<file path="src/rtl/hazard_pkg.sv">
// Shared types for the pipeline hazard controller: opcodes, FSM encoding,
// forwarding selects and the per-stage scoreboard entry.
package hazard_pkg;

    localparam logic [6:0] OpReg    = 7'b0110011;
    localparam logic [6:0] OpImm    = 7'b0010011;
    localparam logic [6:0] OpLoad   = 7'b0000011;
    localparam logic [6:0] OpStore  = 7'b0100011;
    localparam logic [6:0] OpBranch = 7'b1100011;
    localparam logic [6:0] OpJalr   = 7'b1100111;
    localparam logic [6:0] OpLui    = 7'b0110111;
    localparam logic [6:0] OpAuipc  = 7'b0010111;
    localparam logic [6:0] OpJal    = 7'b1101111;

    typedef enum logic [1:0] {
        StRun     = 2'b00,
        StLdStall = 2'b01,
        StFlush   = 2'b10,
        StFreeze  = 2'b11
    } hz_state_e;

    typedef enum logic [1:0] {
        FwdRf    = 2'b00,
        FwdExMem = 2'b01,
        FwdMemWb = 2'b10
    } fwd_sel_e;

    typedef struct packed {
        logic       valid;
        logic [4:0] rd;
        logic       wr;
        logic       is_load;
        logic [4:0] rs1;
        logic [4:0] rs2;
        logic       use1;
        logic       use2;
    } sb_entry_t;

    // Loads in MEM have no data yet, so only ALU results forward from EX/MEM.
    function automatic logic [1:0] fwd_pick(input sb_entry_t mem, input sb_entry_t wb,
                                            input logic [4:0] rs, input logic use_rs);
        if (mem.valid && mem.wr && !mem.is_load && mem.rd == rs && use_rs) begin
            return FwdExMem;
        end else if (wb.valid && wb.wr && wb.rd == rs) begin
            return FwdMemWb;
        end
        return FwdRf;
    endfunction

endpackage

</file>
<file path="src/rtl/hz_decode.sv">
// Extracts register usage of one instruction into a scoreboard entry.
module hz_decode
    import hazard_pkg::*;
(
    input  logic [31:0] inst,
    output sb_entry_t   entry
);

    logic [6:0] opcode;
    logic       unused_bits;

    assign opcode      = inst[6:0];
    assign unused_bits = ^{inst[31:25], inst[14:12]};

    always_comb begin
        entry         = '0;
        entry.valid   = 1'b1;
        entry.rd      = inst[11:7];
        entry.rs1     = inst[19:15];
        entry.rs2     = inst[24:20];
        entry.use1    = opcode inside {OpReg, OpImm, OpLoad, OpStore, OpBranch, OpJalr};
        entry.use2    = opcode inside {OpReg, OpStore, OpBranch};
        entry.is_load = (opcode == OpLoad);
        // Writes to x0 are discarded, so they must never create a dependency.
        entry.wr      = (opcode inside {OpReg, OpImm, OpLoad, OpLui, OpAuipc, OpJal, OpJalr})
                        && (inst[11:7] != 5'd0);
    end

endmodule

</file>
<file path="src/rtl/hazard_ctrl.sv">
// Five-stage pipeline hazard unit: load-use stall, branch flush, memory freeze,
// operand forwarding and a saturating stall-cycle counter.
module hazard_ctrl
    import hazard_pkg::*;
(
    input  logic        clk,
    input  logic        rst,
    input  logic [31:0] id_inst,
    input  logic        id_valid,
    input  logic        br_taken,
    input  logic        mem_busy,
    output logic        stall_fe,
    output logic        flush_fd,
    output logic        bubble_ex,
    output logic        freeze,
    output logic [1:0]  fwd_a,
    output logic [1:0]  fwd_b,
    output logic [1:0]  hz_state,
    output logic [15:0] stall_cycles
);

    sb_entry_t id_ent;
    sb_entry_t ex_q, mem_q, wb_q;
    hz_state_e state_q, state_d;
    logic [15:0] cnt_q;
    logic        load_use;

    hz_decode u_decode (
        .inst  (id_inst),
        .entry (id_ent)
    );

    assign load_use = id_valid && ex_q.valid && ex_q.is_load && ex_q.wr &&
                      ((id_ent.use1 && ex_q.rd == id_ent.rs1) ||
                       (id_ent.use2 && ex_q.rd == id_ent.rs2));

    // Outputs are gated by rst so the pipeline sees a quiet controller during reset.
    always_comb begin
        stall_fe  = 1'b0;
        flush_fd  = 1'b0;
        bubble_ex = 1'b0;
        freeze    = 1'b0;
        state_d   = StRun;
        if (!rst) begin
            if (mem_busy) begin
                freeze  = 1'b1;
                state_d = StFreeze;
            end else if (br_taken) begin
                flush_fd  = 1'b1;
                bubble_ex = 1'b1;
                state_d   = StFlush;
            end else if (load_use) begin
                stall_fe  = 1'b1;
                bubble_ex = 1'b1;
                state_d   = StLdStall;
            end
        end
    end

    assign fwd_a        = fwd_pick(mem_q, wb_q, ex_q.rs1, ex_q.use1);
    assign fwd_b        = fwd_pick(mem_q, wb_q, ex_q.rs2, ex_q.use2);
    assign hz_state     = state_q;
    assign stall_cycles = cnt_q;

    always_ff @(posedge clk or posedge rst) begin
        if (rst) begin
            state_q <= StRun;
        end else begin
            state_q <= state_d;
        end
    end

    always_ff @(posedge clk or posedge rst) begin
        if (rst) begin
            ex_q  <= '0;
            mem_q <= '0;
            wb_q  <= '0;
        end else if (!freeze) begin
            wb_q  <= mem_q;
            mem_q <= ex_q;
            ex_q  <= (bubble_ex || !id_valid) ? '0 : id_ent;
        end
    end

    always_ff @(posedge clk or posedge rst) begin
        if (rst) begin
            cnt_q <= 16'd0;
        end else if ((stall_fe || freeze) && cnt_q != 16'hFFFF) begin
            cnt_q <= cnt_q + 16'd1;
        end
    end

endmodule

</file>
<file path="config.mk">
export PLATFORM = sky130hd
export DESIGN_NAME = hazard_ctrl
export DESIGN_NICKNAME = d
export VERILOG_FILES = /design/src/rtl/hazard_pkg.sv /design/src/rtl/hz_decode.sv /design/src/rtl/hazard_ctrl.sv
export SDC_FILE = /design/constraint.sdc
export NUM_CORES = 1
export LEC_CHECK = 0
export ABC_AREA = 1
export CAP_MARGIN = 10
export CORE_ASPECT_RATIO = 1.75
export CORE_MARGIN = 2
export CORE_UTILIZATION = 40
export DETAILED_ROUTE_END_ITERATION = 10
export GPL_TIMING_DRIVEN = 0
export PLACE_DENSITY = 0.72
export SETUP_SLACK_MARGIN = 0.05
export SKIP_CTS_REPAIR_TIMING = 1
export SLEW_MARGIN = 40
export SYNTH_ARGS = -nofsm -noshare
export SYNTH_HDL_FRONTEND = slang
export SYNTH_SLANG_ARGS = --single-unit
</file>
<file path="constraint.sdc">
create_clock -name clk -period 2.9 [get_ports clk]
set_input_delay 0.435 -clock clk [delete_from_list [all_inputs] [get_ports clk]]
set_output_delay 0.435 -clock clk [all_outputs]
set_load 0.1 [all_outputs]
</file>
==> flow_metrics.py, run 1 <==
metrics = {
    "setup_path": {
        "required_ps": 2470,
        "cp_max_fo": 10,
        "slowest_stage": "clkdlybuf4s50_1",
        "critical_path_class": "primary input to primary output",
        "end_kind": "primary output",
        "rrSetupSlack_ps": 1090,
        "reg2regPathDepth": 7,
        "crit_arrival_ps": 2260,
        "r2r_end": "stall_cycles[11]",
        "crit_path_start_kind": "primary input",
        "path_cells": "clkdlybuf4s50_1 -> inv_1 -> nand2_1 -> nand2_1 -> nor2_2 -> nand3_1 -> nand2_1 -> nand3_2 -> buf_4 -> nor2_2 -> buf_8",
        "cp_slowest_stage_delay_ps": 540,
        "r2r-start": "stall_cycles[0]",
        "critPathMostFrequentCell": "nand2_1",
    },
    "die": {
        "design.portCount": 63,
        "row_count": 41,
        "die_area_um2": 8170,
        "core_area_um2": 7230,
        "die-width_um": 69.2,
        "initial_core_util_pct": 41.2,
        "fp.dieH_um": 118,
    },
    "synthesis": {
        "ys_ff_latch": 53,
        "synth_area_um2": 2980,
        "synth_top_cell_by_area": "dfrtp_1",
        "yosys_warnings": 0,
        "synth-seq-area-share_pct": 44.6,
        "synth.distinct_cells": 30,
        "syn_nets": 422,
        "synthTopCellsByArea": "dfrtp_1 (45%), nand2_1 (16%), nand4_1 (5.5%), xor2_1 (5.3%), nand3_1 (4.2%)",
        "synth-async-reset-ratio_pct": 100,
        "synth_cells": 384,
        "synth_edf_count": 0,
        "avgSynthCellArea_um2": 7.75,
        "yosysTopAreaCellShare_pct": 44.6,
        "synth_ff_type": "dfrtp_1",
    },
    "run": {
        "maxCapViolations": 0,
    },
    "layout": {
        "fillers": 702,
        "regArea_um2": 1330,
        "area_delta_synth_final_pct": 24.5,
        "final_cell_mix": "nand2_1 (126), dfrtp_1 (53), inv_1 (32)",
        "multi_input_area_um2": 1500,
        "diodes": 0,
        "layout_commonest_cell": "nand2_1",
        "final_nets": 482,
        "drive_gt1_share_pct": 12.8,
    },
    "drt": {
        "drtIter0Drc": 96,
        "drtPass1Iterations": 4,
        "routed_wl_mm": 8.13,
        "drc": 0,
        "num_vias": 2805,
        "via_per_inst": 5.28,
        "wire_per_inst_um": 15.3,
        "ant_nets": 0,
    },
    "timing": {
        "worstMarginPinSlew_ps": 507,
        "rsz0062_at_grt": "no",
        "max_freq_mhz": 370,
        "period_needed_ps": 2700,
        "holdWs_ps": 483,
        "drv_slew": 0,
        "hold_viol_final": 0,
        "finalCritPeriodShare_pct": 93.1,
        "slew_headroom_pct": 66.2,
        "setup_viol": 0,
        "skew_ps": 6.58,
    },
    "global_routing": {
        "grt.overflow.total": 0,
        "antenna_found_initial": 0,
        "grt_pass1_wl_mm": 13.4,
        "met2_usage_pct": 37.7,
        "grt_use_total_pct": 20.3,
        "grtUsageMet3_pct": 3.34,
        "grt_use_met1_pct": 21.3,
        "top_usage_layer": "met2",
        "first_global_vias": 2819,
        "grt_max_degree": 29,
    },
    "power": {
        "cellLeakagePower_nw": 1.85,
        "finalPower_mw": 2.01,
        "peakVddDrop_uv": 624,
        "pwr-share-seq_pct": 43.7,
        "combPwrFrac_pct": 26.7,
        "power_density_nw_per_um2": 543,
        "p_sw_uw": 748,
        "p_sw_share_pct": 37.2,
        "intPower_mw": 1.27,
        "clkPwrFrac_pct": 29.6,
    },
    "clock_network": {
        "cts_max_level": 2,
        "clock_path_buffers": 2,
        "cts_sinks": 53,
        "cts-root-buf": "clkbuf_16",
        "path_clk_slew_ps": 70,
        "cts_buffers": 5,
        "insertion_delay_ps": 300,
        "cts_tree": "done",
    },
    "min_path": {
        "min_path_type": "register to register",
        "hold_start": "wb_q[13]",
        "worstHoldEndpoint": "wb_q[13]",
        "hold_depth": 2,
    },
    "place": {
        "port_buffers": 52,
        "routabilityCongestion": 0.873,
        "hpwlAfterDp_mm": 6.35,
    },
    "run_status": {
        "outcome": "finished clean",
    },
}
[cells in the mapped netlist, types with 2 or more instances]
master,count
buf_2,4
nand2_1,126
nand4_1,26
nor2_2,2
o22ai_1,3
clkbuf_1,7
nor4_1,4
nand3_1,25
o21ai_0,16
xnor2_1,14
xor2_1,18
a21oi_1,6
nor2_1,23
inv_1,33
nor3_1,8
or2_2,2
nand2_4,2
dfrtp_1,53
[worst max-delay path by stage]
stage | from | endpoint | slack [ps] | cells past startpoint
floorplan | mem_q[12] | fwd_b[1] | 30 | 4
global route | id_inst[5] | stall_fe | 70 | 11
global placement | id_inst[5] | stall_fe | -700 | 11
detailed placement | id_inst[6] | stall_fe | -40 | 11
CTS | id_inst[6] | stall_fe | -60 | 11
finish | id_inst[6] | stall_fe | 200 | 11
[metal layers]
layer	routed length, um	share of wire, %
met5	0	0
met4	363	4.5
met3	297	3.7
met2	4490	55
met1	2980	37
[state kept, by name, summed over array words and instances (netlist names)]
signal and flops:
ex_q 20, stall_cycles 16, mem_q 8, wb_q 7, hz_state 2
[stage by stage]
stage | TNS, ps | setup slack (ps) | std cells | instance area [um^2] | util [%]
final | 0 | 200 | 531 | 3710 | 51.3
after detailed placement | -65.6 | -40.0 | 523 | 3540 | 48.9
after global routing | 0 | 66.9 | 531 | 3710 | 51.3
after floorplan | 0 | 25.1 | 384 | 3020 | -
after CTS | -94.3 | -55.9 | 531 | 3680 | 50.9
after global placement | -2170 | -701 | 522 | 3650 | 50.4
[power by group through the flow]
stage                     clock network [mW]  registers (mW)  logic, mW
after floorplan                            0            1.07      0.214
after global placement                     0           0.889      0.552
after detailed placement                   0           0.889      0.539
after CTS                              0.603           0.877      0.539
after global routing                   0.635           0.890      0.577
final                                  0.595           0.880      0.538
[layout make-up]
type / instances / area share, %
multi-input cells: 283 / 40.5
flip-flops and latches: 53 / 35.8
repair buffers: 53 / 11.5
inverters: 34 / 3.51
clock buffers: 6 / 3.48
well taps: 86 / 2.90
plain buffers: 14 / 1.92
clock inverters: 2 / 0.405
[cell families (layout without fill, tap and decap cells)]
kind of cell / after synthesis / in the layout / share of synthesized area, %
simple gates: 220 / 220 / 33.3
compound gates: 30 / 30 / 5.72
flops: 53 / 53 / 44.6
buf+inv: 48 / 109 / 6.60
xor+xnor: 32 / 32 / 9.42
fa+ha+maj: 1 / 1 / 0.420
[worst max-delay path, delay by kind of cell]
family	cells	cell delay, ps
buffers and inverters	4	1050
and+or+nand+nor	7	760
No activity file was read; power rests on OpenSTA's default activity.
==> run 2, diff against run 1 <==
- PLACE_DENSITY: 0.72 -> 0.71
- SETUP_SLACK_MARGIN: 0.05 -> 0.5
- SYNTH_HIERARCHICAL: unset -> 1
==> run 2 against run 1 <==
Routed wire length rose by 6.3%. Hold slack got worse by 300 ps. Global-route usage rose by 0.17 points. Die area rose by 10%. Final area rose by 10%. Register-to-register slack got worse by 70 ps. Clock skew barely moved. Sequential cell count did not move. Largest power group unchanged. Highest routed layer unchanged.
==> flow_metrics.py, run 2 <==
metrics = {
    "global_routing": {
        "met2_usage_pct": 38.8,
        "grt.overflow.total": 0,
        "top_usage_layer": "met2",
        "antenna_found_initial": 0,
        "grt_pass1_wl_mm": 14.3,
        "grt_use_total_pct": 20.5,
        "first_global_vias": 3140,
        "grtUsageMet3_pct": 2.75,
        "grt_use_met1_pct": 21.3,
        "grt_max_degree": 39,
    },
    "run": {
        "maxCapViolations": 0,
    },
    "setup_path": {
        "cp_max_fo": 3,
        "crit_path_start_kind": "primary input",
        "critical_path_class": "primary input to primary output",
        "end_kind": "primary output",
        "required_ps": 2470,
        "crit_arrival_ps": 2050,
    },
    "timing": {
        "hold_viol_final": 0,
        "max_freq_mhz": 402,
        "drv_slew": 0,
        "skew_ps": 6.99,
        "slew_headroom_pct": 64.8,
        "setup_viol": 0,
        "finalCritPeriodShare_pct": 85.7,
        "worstMarginPinSlew_ps": 528,
        "period_needed_ps": 2490,
        "rsz0062_at_grt": "yes",
    },
    "power": {
        "clkPwrFrac_pct": 29.3,
        "combPwrFrac_pct": 27.3,
        "power_density_nw_per_um2": 493,
        "pwr-share-seq_pct": 43.4,
        "peakVddDrop_uv": 366,
        "p_sw_uw": 747,
        "intPower_mw": 1.27,
        "finalPower_mw": 2.02,
        "p_sw_share_pct": 37.0,
        "cellLeakagePower_nw": 2.16,
    },
    "synthesis": {
        "yosys_warnings": 6,
        "synth_ff_type": "dfrtp_1",
        "synth_compound_area_share_pct": 4.56,
        "synth_edf_count": 0,
        "yosysTopAreaCellShare_pct": 40.3,
        "synthTopCellsByArea": "dfrtp_1 (40%), nand2_1 (17%), inv_1 (6.3%), nor2_1 (6.3%), nand3_1 (5.0%)",
        "synth_cells": 467,
        "syn_nets": 505,
        "synth_top_family_by_area": "simple AND/OR/NAND/NOR gates",
        "netlist_top_cells_count": "nand2_1 (147), inv_1 (55), nor2_1 (55)",
        "synthXorXnorAreaFrac_pct": 6.12,
        "yosys.area_share.simple_pct": 36.1,
        "synth_top_cell_by_area": "dfrtp_1",
        "synth_area_um2": 3290,
        "synth_mux_area_share_pct": 0,
        "synthMostInstantiatedCell": "nand2_1",
        "synth-async-reset-ratio_pct": 100,
        "ys_ff_latch": 53,
        "synth-seq-area-share_pct": 40.3,
        "synth.distinct_cells": 32,
        "synth-adder-area-share_pct": 0.380,
        "avgSynthCellArea_um2": 7.05,
    },
    "die": {
        "row_count": 43,
        "design.portCount": 63,
        "core_area_um2": 7960,
        "initial_core_util_pct": 41.4,
        "die_area_um2": 9000,
        "fp.dieH_um": 124,
        "die-width_um": 72.6,
    },
    "clock_network": {
        "insertion_delay_ps": 300,
        "cts_tree": "done",
        "clock_path_buffers": 2,
        "cts_buffers": 5,
        "cts-root-buf": "clkbuf_16",
        "cts_sinks": 53,
        "path_clk_slew_ps": 70,
        "cts_max_level": 2,
    },
    "layout": {
        "utilization_pct": 51.4,
        "largest_reg_flops": 20,
        "layout_commonest_cell": "nand2_1",
        "drive_gt1_share_pct": 18.5,
        "area_delta_synth_final_pct": 24.2,
        "final_nets": 560,
        "top_register": "ex_q",
        "diodes": 0,
        "final_cell_mix": "nand2_1 (141), inv_1 (54), dfrtp_1 (53)",
    },
    "run_status": {
        "outcome": "finished clean",
    },
    "drt": {
        "num_vias": 3140,
        "routed_wl_mm": 8.64,
        "wire_per_inst_um": 14.1,
        "drc": 0,
        "drtIter0Drc": 81,
        "drtPass1Iterations": 6,
        "via_per_inst": 5.12,
        "ant_nets": 0,
    },
    "place": {
        "port_buffers": 42,
        "hpwlAfterDp_mm": 6.47,
        "routabilityCongestion": 0.940,
    },
    "min_path": {
        "min_path_type": "primary input to asynchronous set/reset pin",
    },
}
-- run 2: cell type report --
type / instances / area [um^2]
buffer: 32 / 208
clock buffer: 5 / 125
clock inverter: 3 / 17.5
fill: 806 / 3870
inverter: 57 / 216
multi-input combinational: 325 / 1670
sequential: 53 / 1330
tap: 90 / 113
timing repair buffer: 48 / 415
-- run 2: power groups by stage --
| stage | combinational, mW | clock (mW) | sequential [mW] |
|---|---|---|---|
| 3_3_place_gp | 0.551 | 0 | 0.887 |
| 3_5_place_dp | 0.539 | 0 | 0.888 |
| 4_1_cts | 0.539 | 0.605 | 0.873 |
| 6_report | 0.550 | 0.591 | 0.875 |
| 2_1_floorplan | 0.233 | 0 | 1.06 |
| 5_1_grt | 0.597 | 0.633 | 0.887 |
-- run 2: cells by family (layout without fill, tap and decap cells) --
kind of cell | count (synthesis) | after routing
AOI/OAI and AO/OA | 27 | 27
and+or+nand+nor | 273 | 273
other | 1 | 1
buffers and inverters | 89 | 145
DFF | 53 | 53
xor gates and xnor gates | 23 | 23
adders and majority gates | 1 | 1
-- run 2: path summary, 6_finish.rpt --
kind                                 start               end  slack (ps)  depth (start not counted)
max                             id_inst[4]         bubble_ex         410                         14
min in group clk                   ex_q[0]           ex_q[0]         490                          2
min                                    rst          ex_q[19]         190                          2
max reg2reg                stall_cycles[0]  stall_cycles[12]        1020                          9
max in group asynchronous              rst   stall_cycles[4]        2250                          3
min reg2reg                        ex_q[0]           ex_q[0]         490                          2
-- run 2: per-stage QoR --
stage               cell area [um^2]  cells  TNS (ps)  setup slack (ps)  hold slack (ps)
finish                          4090    613         0               415              187
global placement                3880    599     -2620              -998              461
floorplan                       3350    467         0               229              443
global route                    4090    613         0               316              219
detailed placement              3770    600      -469              -318              467
CTS                             3920    608      -480              -323              489
-- run 2: per-layer routing --
metal  wire [um]  part of all wire, %  vias up
met2        4760                   55       89
met3         294                  3.4       27
met4         426                  4.9        0
met5           0                    0        -
met1        3160                   37     1463
li1            -                    -     1561
-- run 2: critical path, stage by stage --
cell	delay (ps)
dlymetal6s2s_1	140
inv_1	100
nand2_1	110
nand2_2	100
nand2_2	80
a21oi_2	160
nand2_2	100
nor2_1	90
nand3_1	90
nand2_2	160
nand3_4	90
buf_6	140
nand2_2	70
buf_12	170
==> run 3, diff against run 2 <==
- ABC_AREA: 1 -> 0
- PLACE_DENSITY: 0.71 -> 0.73
- clock period: 2.9 -> 2.6 ns (I/O delays scaled with it)
==> run 3 against run 2 <==
Final area shrank 8.4%. Register-to-register slack worse by 490 ps. Utilization increased by 3.2 points. Sequential power increased by 20%. Global-route usage decreased by 2.4 points. Routed wire length decreased by 24%. Clock skew is 2.2 ps lower. Count of clock-buffer cells in the layout is 1 higher. Hold slack improved by 140 ps.
==> flow_metrics.py, run 3 <==
metrics = {
    "run_status": {
        "outcome": "finished clean",
    },
    "clock_network": {
        "cts_sinks": 53,
        "cts-root-buf": "clkbuf_16",
        "path_clk_slew_ps": 70,
        "cts_tree": "done",
        "insertion_delay_ps": 290,
        "cts_buffers": 5,
        "cts_max_level": 2,
        "clock_path_buffers": 2,
    },
    "setup_path": {
        "crit_path_start": "ex_q[18]",
        "crit_path_start_kind": "register",
        "crit_arrival_ps": 2120,
        "reg2regPathDepth": 7,
        "rrSetupSlack_ps": 530,
        "r2r-start": "ex_q[15]",
        "r2r_end": "stall_cycles[1]",
        "crit_end": "bubble_ex",
        "required_ps": 2210,
        "critical_path_class": "register to primary output",
        "cp_max_fo": 3,
        "end_kind": "primary output",
    },
    "synthesis": {
        "synthMostInstantiatedCell": "dfrtp_1",
        "synth-seq-area-share_pct": 47.0,
        "yosys_warnings": 6,
        "ys_ff_latch": 53,
        "synthTopCellsByArea": "dfrtp_1 (47%), xor2_1 (6.8%), mux2_2 (6.4%), a22o_1 (6.2%), xnor2_1 (6.2%)",
        "avgSynthCellArea_um2": 11.3,
        "yosysTopAreaCellShare_pct": 47.0,
        "synth-async-reset-ratio_pct": 100,
        "synth_top_cell_by_area": "dfrtp_1",
        "syn_nets": 288,
        "synth.distinct_cells": 46,
        "netlist_top_cells_count": "dfrtp_1 (53), xor2_1 (22), a22o_1 (20), xnor2_1 (20)",
        "synth_edf_count": 0,
        "synth_area_um2": 2820,
        "synth_ff_type": "dfrtp_1",
        "synth_cells": 250,
    },
    "global_routing": {
        "grt_use_total_pct": 18.1,
        "grt_max_degree": 27,
        "antenna_found_initial": 0,
        "first_global_vias": 2052,
        "grt_pass1_wl_mm": 10.4,
        "grt.overflow.total": 0,
    },
    "die": {
        "die_area_um2": 7770,
        "fp.dieH_um": 115,
        "die-width_um": 67.5,
        "core_area_um2": 6860,
        "row_count": 40,
        "design.portCount": 63,
        "initial_core_util_pct": 41.1,
    },
    "drt": {
        "via_per_inst": 5.25,
        "drtPass1Iterations": 4,
        "drtIter0Drc": 54,
        "drc": 0,
        "num_vias": 2069,
        "ant_nets": 0,
        "routed_wl_mm": 6.58,
        "wire_per_inst_um": 16.7,
    },
    "place": {
        "routabilityCongestion": 0.765,
        "pre_cts_ws_ps": -456,
        "hpwlAfterDp_mm": 4.96,
        "port_buffers": 41,
        "dpl_cell_area_um2": 3410,
    },
    "timing": {
        "finalCritPeriodShare_pct": 96.7,
        "rsz0062_at_grt": "yes",
        "setup-tns-final_ps": 0,
        "worstMarginPinSlew_ps": 578,
        "drv_slew": 0,
        "hold_viol_final": 0,
        "period_needed_ps": 2510,
        "slew_headroom_pct": 61.5,
        "holdWs_ps": 332,
        "setup_viol": 0,
        "max_freq_mhz": 398,
        "setup_ws_ps": 85.1,
        "skew_ps": 4.78,
    },
    "power": {
        "peakVddDrop_uv": 809,
        "finalPower_mw": 2.65,
        "cellLeakagePower_nw": 1.66,
        "power_density_nw_per_um2": 707,
    },
    "layout": {
        "multi_input_area_um2": 1480,
        "final_nets": 347,
        "layout_commonest_cell": "dfrtp_1",
        "drive_gt1_share_pct": 44.8,
        "largest_reg_flops": 20,
        "area_delta_synth_final_pct": 32.7,
        "final_cell_mix": "dfrtp_1 (38), buf_4 (27), buf_2 (22)",
        "final_area_um2": 3740,
        "top_register": "ex_q",
        "diodes": 0,
        "regArea_um2": 1350,
        "fillers": 619,
    },
    "run": {
        "maxCapViolations": 0,
    },
    "min_path": {
        "min_path_type": "primary input to register",
    },
}
[run 3: changes by cell type after synthesis, sizes merged, moves of 7 or more]
| cell | delta |
|---|---|
| xnor2 | +12 |
| inv | -52 |
| nor2 | -44 |
| nand3 | -26 |
| o21ai | -17 |
| xor2 | +7 |
| nand2 | -143 |
| nor4 | +11 |
| nand4 | -15 |
| a22o | +20 |
| mux2 | +16 |
[run 3: layer usage]
metal / share of wire, % / track usage, % / wire length, um / vias up
met5: 0 / 0 / 0 / -
met3: 3.0 / 3.52 / 195 / 8
met1: 37 / 20.4 / 2420 / 1024
li1: - / - / - / 997
met4: 2.0 / 6.39 / 129 / 0
met2: 58 / 32.9 / 3830 / 40
[run 3: stage by stage]
step,util [%],instances
after floorplan,-,250
after global placement,50.9,375
after detailed placement,49.7,377
after CTS,52.2,385
after global routing,54.6,394
final,54.6,394
[run 3: worst min-delay path by stage]
stage	cells past startpoint	startpoint	slack (ps)	endpoint
after global routing	2	id_inst[22]	330	ex_q[4]
after floorplan	1	mem_q[12]	470	mem_q[12]
after CTS	2	id_inst[22]	330	ex_q[4]
after detailed placement	1	stall_cycles[14]	470	stall_cycles[14]
after global placement	1	stall_cycles[14]	470	stall_cycles[14]
final	2	id_inst[22]	330	ex_q[4]
[run 3: kinds of logic (layout without fill, tap and decap cells)]
kind of cell | after synthesis | in the layout | synth area share (%)
flip-flops | 53 | 53 | 47.0
other | 1 | 1 | 0.133
adder cells (fa/ha/maj) | 1 | 1 | 0.443
multiplexers | 16 | 16 | 6.39
XOR/XNOR | 42 | 42 | 13.0
AND/OR/NAND/NOR | 73 | 73 | 16.1
buffers and inverters | 32 | 92 | 6.87
AO/OA/AOI/OAI | 32 | 32 | 10.1
[run 3: layout make-up]
class | instances | share of cell area (%)
multi-input cells | 165 | 39.5
flip-flops and latches | 53 | 35.9
repair buffers | 52 | 11.7
plain buffers | 27 | 5.05
clock buffers | 6 | 3.44
well taps | 84 | 2.81
clock inverters | 2 | 1.04
inverters | 5 | 0.601
[run 3: power breakdown]
| part | internal (mW) | switching, mW | total (mW) | leakage (nW) |
|---|---|---|---|---|
| sequential | 0.928 | 0.119 | 1.05 | 0.672 |
| clock | 0.457 | 0.296 | 0.752 | 0.0810 |
| combinational | 0.237 | 0.613 | 0.850 | 0.902 |
| total | 1.62 | 1.03 | 2.65 | 1.66 |
[run 3: critical path: stages (launching register included)]
cell and delay [ps]:
dfrtp_1 420, xor2_2 200, nor4_4 380, a22oi_2 170, nor2_2 150, nor2_2 70
nor3_4 240, buf_12 200
